<file path="src/rtl/wb_pkg.sv">
// Shared types and constants for the register-file writeback unit.
package wb_pkg;

    localparam int XLEN   = 32;
    localparam int REG_AW = 5;
    localparam int NREG   = 1 << REG_AW;

    typedef struct packed {
        logic [REG_AW-1:0] rd;
        logic [XLEN-1:0]   data;
    } wb_entry_t;

endpackage

</file>
<file path="src/rtl/wb_fifo.sv">
// DEPTH-entry synchronous FIFO buffering long-latency writeback results.
module wb_fifo
    import wb_pkg::*;
#(
    parameter int DEPTH = 2
) (
    input  logic      clk,
    input  logic      reset_n,
    input  logic      push_i,
    input  wb_entry_t push_data_i,
    input  logic      pop_i,
    output wb_entry_t pop_data_o,
    output logic      full_o,
    output logic      empty_o
);

    localparam int AW = $clog2(DEPTH);
    localparam logic [AW:0] FULL_CNT = (AW + 1)'(DEPTH);

    wb_entry_t     mem_q [DEPTH];
    logic [AW-1:0] wr_ptr_q;
    logic [AW-1:0] rd_ptr_q;
    logic [AW:0]   count_q;
    logic          do_push;
    logic          do_pop;

    assign full_o     = (count_q == FULL_CNT);
    assign empty_o    = (count_q == '0);
    assign do_push    = push_i && !full_o;
    assign do_pop     = pop_i && !empty_o;
    assign pop_data_o = mem_q[rd_ptr_q];

    always_ff @(posedge clk or negedge reset_n) begin
        if (!reset_n) begin
            wr_ptr_q <= '0;
            rd_ptr_q <= '0;
            count_q  <= '0;
        end else begin
            if (do_push) wr_ptr_q <= wr_ptr_q + 1'b1;
            if (do_pop)  rd_ptr_q <= rd_ptr_q + 1'b1;
            case ({do_push, do_pop})
                2'b10:   count_q <= count_q + 1'b1;
                2'b01:   count_q <= count_q - 1'b1;
                default: ;
            endcase
        end
    end

    // NOTE: storage has no reset; an entry is only read after it was written,
    // and leaving it out keeps the array mappable onto plain RAM/flops.
    always_ff @(posedge clk) begin
        if (do_push) mem_q[wr_ptr_q] <= push_data_i;
    end

endmodule

</file>
<file path="src/rtl/wb_unit.sv">
// Register-file writeback arbiter: ALU stream, buffered long-latency stream,
// busy scoreboard and registered write port. WB_BYPASS_EN adds forwarding ports.
module wb_unit
    import wb_pkg::*;
#(
    parameter int DEPTH      = 2,
    parameter int STARVE_MAX = 4
) (
    input  logic              clk,
    input  logic              reset_n,
    input  logic              alu_valid,
    output logic              alu_ready,
    input  logic [REG_AW-1:0] alu_rd,
    input  logic [XLEN-1:0]   alu_data,
    input  logic              iss_valid,
    output logic              iss_ready,
    input  logic [REG_AW-1:0] iss_rd,
    input  logic              lsu_valid,
    output logic              lsu_ready,
    input  logic [REG_AW-1:0] lsu_rd,
    input  logic [XLEN-1:0]   lsu_data,
    input  logic [REG_AW-1:0] rs1,
    input  logic [REG_AW-1:0] rs2,
    output logic              hazard1,
    output logic              hazard2,
    output logic              reg_write,
    output logic [REG_AW-1:0] waddr,
    output logic [XLEN-1:0]   wdata
`ifdef WB_BYPASS_EN
    ,
    output logic              fwd1_hit,
    output logic              fwd2_hit,
    output logic [XLEN-1:0]   fwd1_data,
    output logic [XLEN-1:0]   fwd2_data
`endif
);

    localparam int SW = $clog2(STARVE_MAX + 1);
    localparam logic [SW-1:0] STARVE_LIM = SW'(STARVE_MAX);

    wb_entry_t         lsu_entry;
    wb_entry_t         fifo_head;
    logic              fifo_full;
    logic              fifo_empty;
    logic              fifo_push;
    logic              fifo_pop;
    logic              starved;
    logic              alu_take;
    logic              iss_take;

    logic [SW-1:0]     starve_q,    starve_d;
    logic [NREG-1:0]   busy_q,      busy_d;
    logic              reg_write_q, reg_write_d;
    logic              from_fifo_q, from_fifo_d;
    logic [REG_AW-1:0] waddr_q,     waddr_d;
    logic [XLEN-1:0]   wdata_q,     wdata_d;

    // A head that has waited STARVE_MAX cycles steals the port from the ALU.
    assign starved   = (starve_q == STARVE_LIM);
    assign alu_ready = !starved;
    assign alu_take  = alu_valid && !starved && (alu_rd != '0);
    assign fifo_pop  = !fifo_empty && !alu_take;

    assign lsu_ready = !fifo_full;
    assign lsu_entry = '{rd: lsu_rd, data: lsu_data};
    assign fifo_push = lsu_valid && !fifo_full && (lsu_rd != '0);

    assign iss_ready = !busy_q[iss_rd] || (iss_rd == '0);
    assign iss_take  = iss_valid && iss_ready && (iss_rd != '0);
    assign hazard1   = (rs1 != '0) && busy_q[rs1];
    assign hazard2   = (rs2 != '0) && busy_q[rs2];

    wb_fifo #(
        .DEPTH (DEPTH)
    ) u_fifo (
        .clk         (clk),
        .reset_n     (reset_n),
        .push_i      (fifo_push),
        .push_data_i (lsu_entry),
        .pop_i       (fifo_pop),
        .pop_data_o  (fifo_head),
        .full_o      (fifo_full),
        .empty_o     (fifo_empty)
    );

    // NOTE: every always_comb output gets a default first so no path leaves
    // it unassigned, which would otherwise infer a latch.
    always_comb begin
        reg_write_d = 1'b0;
        from_fifo_d = 1'b0;
        waddr_d     = waddr_q;
        wdata_d     = wdata_q;
        if (alu_take) begin
            reg_write_d = 1'b1;
            waddr_d     = alu_rd;
            wdata_d     = alu_data;
        end else if (fifo_pop) begin
            reg_write_d = 1'b1;
            from_fifo_d = 1'b1;
            waddr_d     = fifo_head.rd;
            wdata_d     = fifo_head.data;
        end
    end

    always_comb begin
        starve_d = starve_q + 1'b1;
        if (fifo_empty || fifo_pop) starve_d = '0;
    end

    // Busy clears once the FIFO-sourced write has landed; a new issue to the
    // same rd cannot collide because iss_ready is low while it is busy.
    always_comb begin
        busy_d = busy_q;
        if (reg_write_q && from_fifo_q) busy_d[waddr_q] = 1'b0;
        if (iss_take)                   busy_d[iss_rd]  = 1'b1;
    end

    // NOTE: sequential state uses non-blocking assignments so every register
    // samples the pre-edge values regardless of statement order.
    always_ff @(posedge clk or negedge reset_n) begin
        if (!reset_n) begin
            starve_q    <= '0;
            busy_q      <= '0;
            reg_write_q <= 1'b0;
            from_fifo_q <= 1'b0;
            waddr_q     <= '0;
            wdata_q     <= '0;
        end else begin
            starve_q    <= starve_d;
            busy_q      <= busy_d;
            reg_write_q <= reg_write_d;
            from_fifo_q <= from_fifo_d;
            waddr_q     <= waddr_d;
            wdata_q     <= wdata_d;
        end
    end

    assign reg_write = reg_write_q;
    assign waddr     = waddr_q;
    assign wdata     = wdata_q;

`ifdef WB_BYPASS_EN
    // The register file returns the old value during the write cycle.
    assign fwd1_hit  = reg_write_q && (waddr_q == rs1) && (rs1 != '0);
    assign fwd2_hit  = reg_write_q && (waddr_q == rs2) && (rs2 != '0);
    assign fwd1_data = wdata_q;
    assign fwd2_data = wdata_q;
`endif

endmodule

</file>
<file path="config.mk">
export PLATFORM = sky130hd
export DESIGN_NAME = wb_unit
export DESIGN_NICKNAME = d
export VERILOG_FILES = /design/src/rtl/wb_pkg.sv /design/src/rtl/wb_fifo.sv /design/src/rtl/wb_unit.sv
export SDC_FILE = /design/constraint.sdc
export NUM_CORES = 1
export LEC_CHECK = 0
export CAP_MARGIN = 20
export CORE_MARGIN = 4
export CORE_UTILIZATION = 35
export CTS_BUF_LIST = sky130_fd_sc_hd__clkbuf_2 sky130_fd_sc_hd__clkbuf_4 sky130_fd_sc_hd__clkbuf_8
export CTS_CLUSTER_DIAMETER = 30
export DETAILED_ROUTE_END_ITERATION = 10
export PLACE_DENSITY_LB_ADDON = 0.08
export REMOVE_ABC_BUFFERS = 1
export SLEW_MARGIN = 0
export SYNTH_ARGS = -nofsm -noshare
export SYNTH_HDL_FRONTEND = slang
export SYNTH_SLANG_ARGS = --single-unit
</file>
<file path="constraint.sdc">
create_clock -name clk -period 2.46 [get_ports clk]
set_input_delay 0.492 -clock clk [delete_from_list [all_inputs] [get_ports clk]]
set_output_delay 0.492 -clock clk [all_outputs]
set_load 0.02 [all_outputs]
</file>
==> results.yml, run 1 <==
status:
  status: "finished, violations left"
  violations: "negative hold slack, negative setup slack"
clock_network:
  cts.sinks: 152
  clock_latency_ns: 0.44
  cts_max_level: 4
  clockRootBuffer: "clkbuf_8"
  path_clk_slew_ns: 0.09
  cts_tree: "yes"
  cts-buffers-inserted: 17
  clockBufferDepth: 2
  postCtsHoldBufs: 0
yosys:
  ys_types: 38
  synth_area_leaders: "edfxtp_1 32%, dfrtp_1 28%, mux4_2 8.8%"
  synthAdderAreaFrac_pct: 0.546
  syn-instance-count: 554
  muxShareOfSynthArea_pct: 15.8
  seq_area_frac_synth_pct: 60.7
  synth_top_area_share_pct: 32.3
  synth-simple-area-share_pct: 8.88
  synth_top_family_by_area: "multiplexers"
  synth_area_per_cell_um2: 12.4
  synth_compound_area_share_pct: 11.1
  syn_area_mm2: 0.00688
  synth_xor_area_share_pct: 0.764
  ys.warnings.count: 0
  synth_seq_cells: 152
  synth_top_cell_by_area: "edfxtp_1"
global_route:
  grt_first_pass_wirelength_mm: 30.4
  grt_max_degree: 74
  track_usage_pct: 17.9
  antenna_found_initial: 0
  overflow: 0
  grt_pass1_vias: 5436
placed_design:
  gp_congestion: 0.908
  placed_cells_incl_taps: 969
  numPortBuffers: 136
  placed_area_mm2: 0.00898
  dp_hpwl_mm: 13.9
timing:
  worst-slew-pin-transition_ns: 0.676
  hold_viol: 2
  skew_ns: 0.0144
  setup_ws_ns: -0.314
  hold_slack_ns: -0.000394
  slew_headroom_pct: 54.9
  slew_violations: 0
  finalSetupViolations: 3
  period_needed_ns: 2.77
  rsz0062_at_grt: "yes"
  fmax_mhz: 361
  min_period_over_period_pct: 113
layout:
  drive_gt1_share_pct: 19.5
  multi_input_area_mm2: 0.00258
  layout.cells.non_filler: 1010
  antenna_cells: 0
  finalInstanceArea_mm2: 0.00950
  mostFrequentLayoutCells: "126 x clkdlybuf4s50_1, 99 x o21ai_0, 74 x edfxtp_1, 71 x dfrtp_1, 49 x nand2_1"
  regArea_mm2: 0.00418
  fillerInstances: 1736
  final_common_cell: "clkdlybuf4s50_1"
  synthToLayoutAreaGrowth_pct: 38.2
  fin_nets: 834
worst_setup_path:
  crit_path_start_kind: "input port"
  cp.required_ns: 1.97
  crit_path_max_fanout: 8
  critPathCaptureType: "output pin"
  cp.arrival_ns: 2.28
  path_class: "input port to output pin"
hold_path:
  hold_class: "input port to asynchronous set/reset pin"
drt:
  detail_route.vias_per_cell: 5.05
  dr.pass1.iters: 4
  drt-wirelength-per-cell_um: 18.9
  drt_iter0_markers: 375
  vias: 5105
  antenna_left: 0
  drc: 0
  finalWirelength_mm: 19.1
floorplanning:
  die_w_um: 148
  io_pins: 137
  core_mm2: 0.0190
  die_h_um: 148
  dieArea_mm2: 0.0219
  start_util_pct: 36.2
  core.rowCount: 50
power_and_ir_drop:
  power-per-cell-area_mw_per_mm2: 1080
  max-vdd-ir-drop_mv: 0.444
  leakagePower_nw: 3.65
run:
  cap_viol_max_count: 0
path summary, 6_finish.rpt:
path,depth (start not counted),startpoint,end,slack [ns]
hold / removal,1,reset_n,busy_q[0]$_DFF_PN0_,-0.0004
setup / recovery,6,rs2[0],hazard2,-0.31
max in group asynchronous,2,reset_n,busy_q[4]$_DFF_PN0_,1.79
min in group clk,1,busy_q[0]$_DFF_PN0_,busy_q[0]$_DFF_PN0_,0.54
setup reg to reg,6,starve_q[0]$_DFF_PN0_,wdata[26]$_DFFE_PN0P_,0.39
hold reg to reg,1,busy_q[0]$_DFF_PN0_,busy_q[0]$_DFF_PN0_,0.54
kinds of logic (layout without fill, tap and decap cells):
group / after synthesis / count (layout)
flip-flops: 152 / 152
AO/OA/AOI/OAI: 147 / 147
AND/OR/NAND/NOR: 134 / 134
multiplexers: 74 / 74
buffers and inverters: 38 / 234
XOR/XNOR: 6 / 6
adder cells (fa/ha/maj): 3 / 3
state kept, by name (all words and copies together) (netlist names), 2 cells and up:
name / flops
starve_q: 3
u_fifo.count_q: 2
busy_q: 32
wdata: 32
u_fifo.mem_q: 74
waddr: 5
synthesized netlist by cell type:
library cell	n
o21ai_0	99
dfrtp_1	78
edfxtp_1	74
nor2_1	50
nand2_1	49
mux2i_1	42
a21oi_1	37
mux4_2	27
clkbuf_1	23
buf_2	8
nand3b_1	7
mux2_2	5
nand3_1	5
inv_1	4
nand2b_1	4
and3_1	3
buf_1	3
ha_1	3
nor2b_1	3
or3b_2	3
xnor2_1	3
xor2_1	3
nand4b_1	2
o21a_1	2
o31ai_1	2
or3_1	2
or4_1	2
a211oi_1	1
a21boi_0	1
a31oi_1	1
a32oi_1	1
nand4_1	1
nor3_1	1
o2111ai_1	1
o211ai_1	1
o22ai_1	1
or2_2	1
or4b_1	1
timing repair:
action | 4_1_cts | 5_1_grt
gates cloned | 2 | 0
resized for setup | 40 | 1
setup buffers | 7 | 0
pin swaps | 3 | 1
endpoints found under the setup margin | 3 | 3
area by class of cell:
class	count	share of cell area, %
multi-input combinational	364	27.2
inverter	4	0.158
sequential	152	44.0
clock inverter	14	1.91
timing repair buffer	198	20.8
tap	260	3.42
clock buffer	18	2.54
metrics by stage:
stage / power, mW / worst slack [ns] / utilization, % / hold slack, ns / setup TNS (ns)
final: 10.3 / -0.314 / 50.0 / -0.000394 / -0.800
after detailed placement: 8.25 / -1.00 / 47.2 / 0.501 / -3.29
after CTS: 10.4 / -0.321 / 50.0 / 0.00895 / -0.886
after global routing: 10.9 / -0.358 / 50.0 / 0.00654 / -1.06
after floorplan: 6.24 / -1.41 / - / 0.196 / -68.36
after global placement: 8.17 / -0.986 / 47.2 / 0.503 / -3.23
power by group:
group          switching (mW)  leakage (nW)  internal (mW)  total, mW
Sequential              0.611          1.59           3.52       4.13
Combinational            2.06          1.85           2.05       4.12
Clock                    1.05         0.212          0.963       2.01
Total                    3.72          3.65           6.54       10.3
critical path, cell delays in order:
cell	delay, ns
dlygate4sd2_1	0.24
buf_12	0.14
mux4_2	0.51
mux4_2	0.49
mux2_4	0.28
buf_6	0.13
routing by layer:
layer,GRT usage [%],vias up,wire length (um)
met5,0,-,0
met1,22.4,2502,7940
met3,5.73,27,1270
met4,5.45,0,427
li1,-,2426,-
met2,29.8,150,9470
Power figures use the tool's default switching activity.
==> inputs of run 2 (changes only) <==
- REMOVE_ABC_BUFFERS: 1 -> default
==> run 2 against run 1 <==
The flow finishes with violations (negative setup slack). Worst setup slack improved by 0.049 ns. Sequential cell count did not move. Via count up 1.9%. Clock-buffer cell count rose by 2. Core utilization about the same. Final area about the same. Critical path depth unchanged. Sequential power about the same. Combinational power fell by 3%. Critical path type unchanged.
==> results.yml, run 2 (synthesis results as in run 1) <==
worst_setup_path:
  cp.arrival_ns: 2.23
  reg2reg_to: "wdata[20]$_DFFE_PN0P_"
  rr_startpoint: "starve_q[0]$_DFF_PN0_"
  rrSetupSlack_ns: 0.52
  crit_path_start_kind: "input port"
  ff2ff_path_depth: 6
  critPathCaptureType: "output pin"
  cp.required_ns: 1.97
  crit_path_max_fanout: 8
  path_class: "input port to output pin"
timing:
  skew_ns: 0.0154
  slew_headroom_pct: 56.8
  min_period_over_period_pct: 111
  hold_slack_ns: 0.0691
  finalSetupViolations: 3
  fmax_mhz: 367
  rsz0062_at_grt: "yes"
  hold_viol: 0
  setup-tns-final_ns: -0.697
  worst-slew-pin-transition_ns: 0.647
  setup_ws_ns: -0.265
  period_needed_ns: 2.73
  slew_violations: 0
layout:
  mostFrequentLayoutCells: "125 x clkdlybuf4s50_1, 99 x o21ai_0, 76 x dfrtp_1, 74 x edfxtp_1, 54 x buf_4"
  drive_gt1_share_pct: 19.1
  final_common_cell: "clkdlybuf4s50_1"
  fillerInstances: 1755
  largest_reg_flops: 74
  regArea_mm2: 0.00418
  synthToLayoutAreaGrowth_pct: 38.1
  antenna_cells: 0
  fin_util_pct: 49.9
  multi_input_area_mm2: 0.00258
  largest-register: "u_fifo.mem_q"
  fin_nets: 839
global_route:
  grt_first_pass_wirelength_mm: 30.0
  grt_pass1_vias: 5563
  antenna_found_initial: 0
  track_usage_pct: 17.4
  grt_max_degree: 74
  overflow: 0
clock_network:
  postCtsHoldBufs: 0
  clock_latency_ns: 0.43
  clockBufferDepth: 2
  path_clk_slew_ns: 0.08
  cts.sinks: 152
  cts_max_level: 4
  cts_tree: "yes"
  cts-buffers-inserted: 17
  clockRootBuffer: "clkbuf_8"
power_and_ir_drop:
  max-vdd-ir-drop_mv: 0.471
  leakagePower_nw: 3.67
  power-per-cell-area_mw_per_mm2: 1080
yosys:
  synthesis.nets: 651
floorplanning:
  die_h_um: 148
  start_util_pct: 36.2
  io_pins: 137
  die_w_um: 148
  core_mm2: 0.0190
  core.rowCount: 50
  dieArea_mm2: 0.0219
drt:
  vias: 5202
  drc: 0
  drt_iter0_markers: 325
  drt-wirelength-per-cell_um: 18.2
  dr.pass1.iters: 4
  detail_route.vias_per_cell: 5.13
  antenna_left: 0
  finalWirelength_mm: 18.5
run:
  cap_viol_max_count: 0
placed_design:
  dp_hpwl_mm: 13.2
  numPortBuffers: 136
  gp_congestion: 0.909
hold_path:
  hold_class: "input port to asynchronous set/reset pin"
status:
  violations: "negative setup slack"
  status: "finished, violations left"
run 2: worst max-delay path, cell delays in order:
cell	delay [ns]
clkdlybuf4s15_1	0.22
buf_12	0.15
mux4_2	0.49
mux4_2	0.47
mux2_4	0.28
buf_6	0.13
run 2: worst max path at each step:
stage,start,end
final,rs2[0],hazard2
after global routing,busy_q[14]$_DFF_PN0_,hazard1
after CTS,busy_q[12]$_DFF_PN0_,hazard1
after floorplan,u_fifo.count_q[0]$_DFFE_PN0P_,u_fifo.mem_q[0][0]$_DFFE_PP_
after detailed placement,rs1[0],hazard1
after global placement,rs1[0],hazard1
run 2: what timing repair did:
| action | CTS | global route |
|---|---|---|
| cloned | 3 | 0 |
| resized for setup | 36 | 3 |
| setup endpoints to repair | 3 | 3 |
| pin swaps | 3 | 1 |
| buffers inserted | 3 | 0 |
run 2: routing by layer:
layer	GRT usage, %	up-vias	routed length (um)
met4	5.59	0	320
li1	-	2420	-
met5	0	-	0
met3	5.03	29	1260
met2	29.6	198	9350
met1	21.4	2555	7550
run 2: stage by stage:
stage,power (mW),setup WS (ns),std cells,instance area (um^2)
3_3_place_gp,8.04,-0.958,975,8920
5_1_grt,11.0,-0.361,1014,9500
4_1_cts,10.4,-0.305,1014,9490
2_1_floorplan,6.30,-0.433,554,6890
3_5_place_dp,8.16,-0.973,977,8960
6_report,10.3,-0.265,1014,9500
run 2: final cells by class:
class | count | share of cell area (%)
Multi-Input combinational cell | 364 | 27.2
Sequential cell | 152 | 44.0
Inverter | 4 | 0.158
Clock buffer | 20 | 2.70
Clock inverter | 11 | 2.04
Timing Repair Buffer | 203 | 20.5
Tap cell | 260 | 3.43
run 2: power by group:
group | switching, mW | leakage (nW) | total, mW | internal [mW]
Combinational | 2.00 | 1.85 | 4.00 | 2.00
Sequential | 0.610 | 1.59 | 4.12 | 3.51
Clock | 0.915 | 0.230 | 2.16 | 1.24
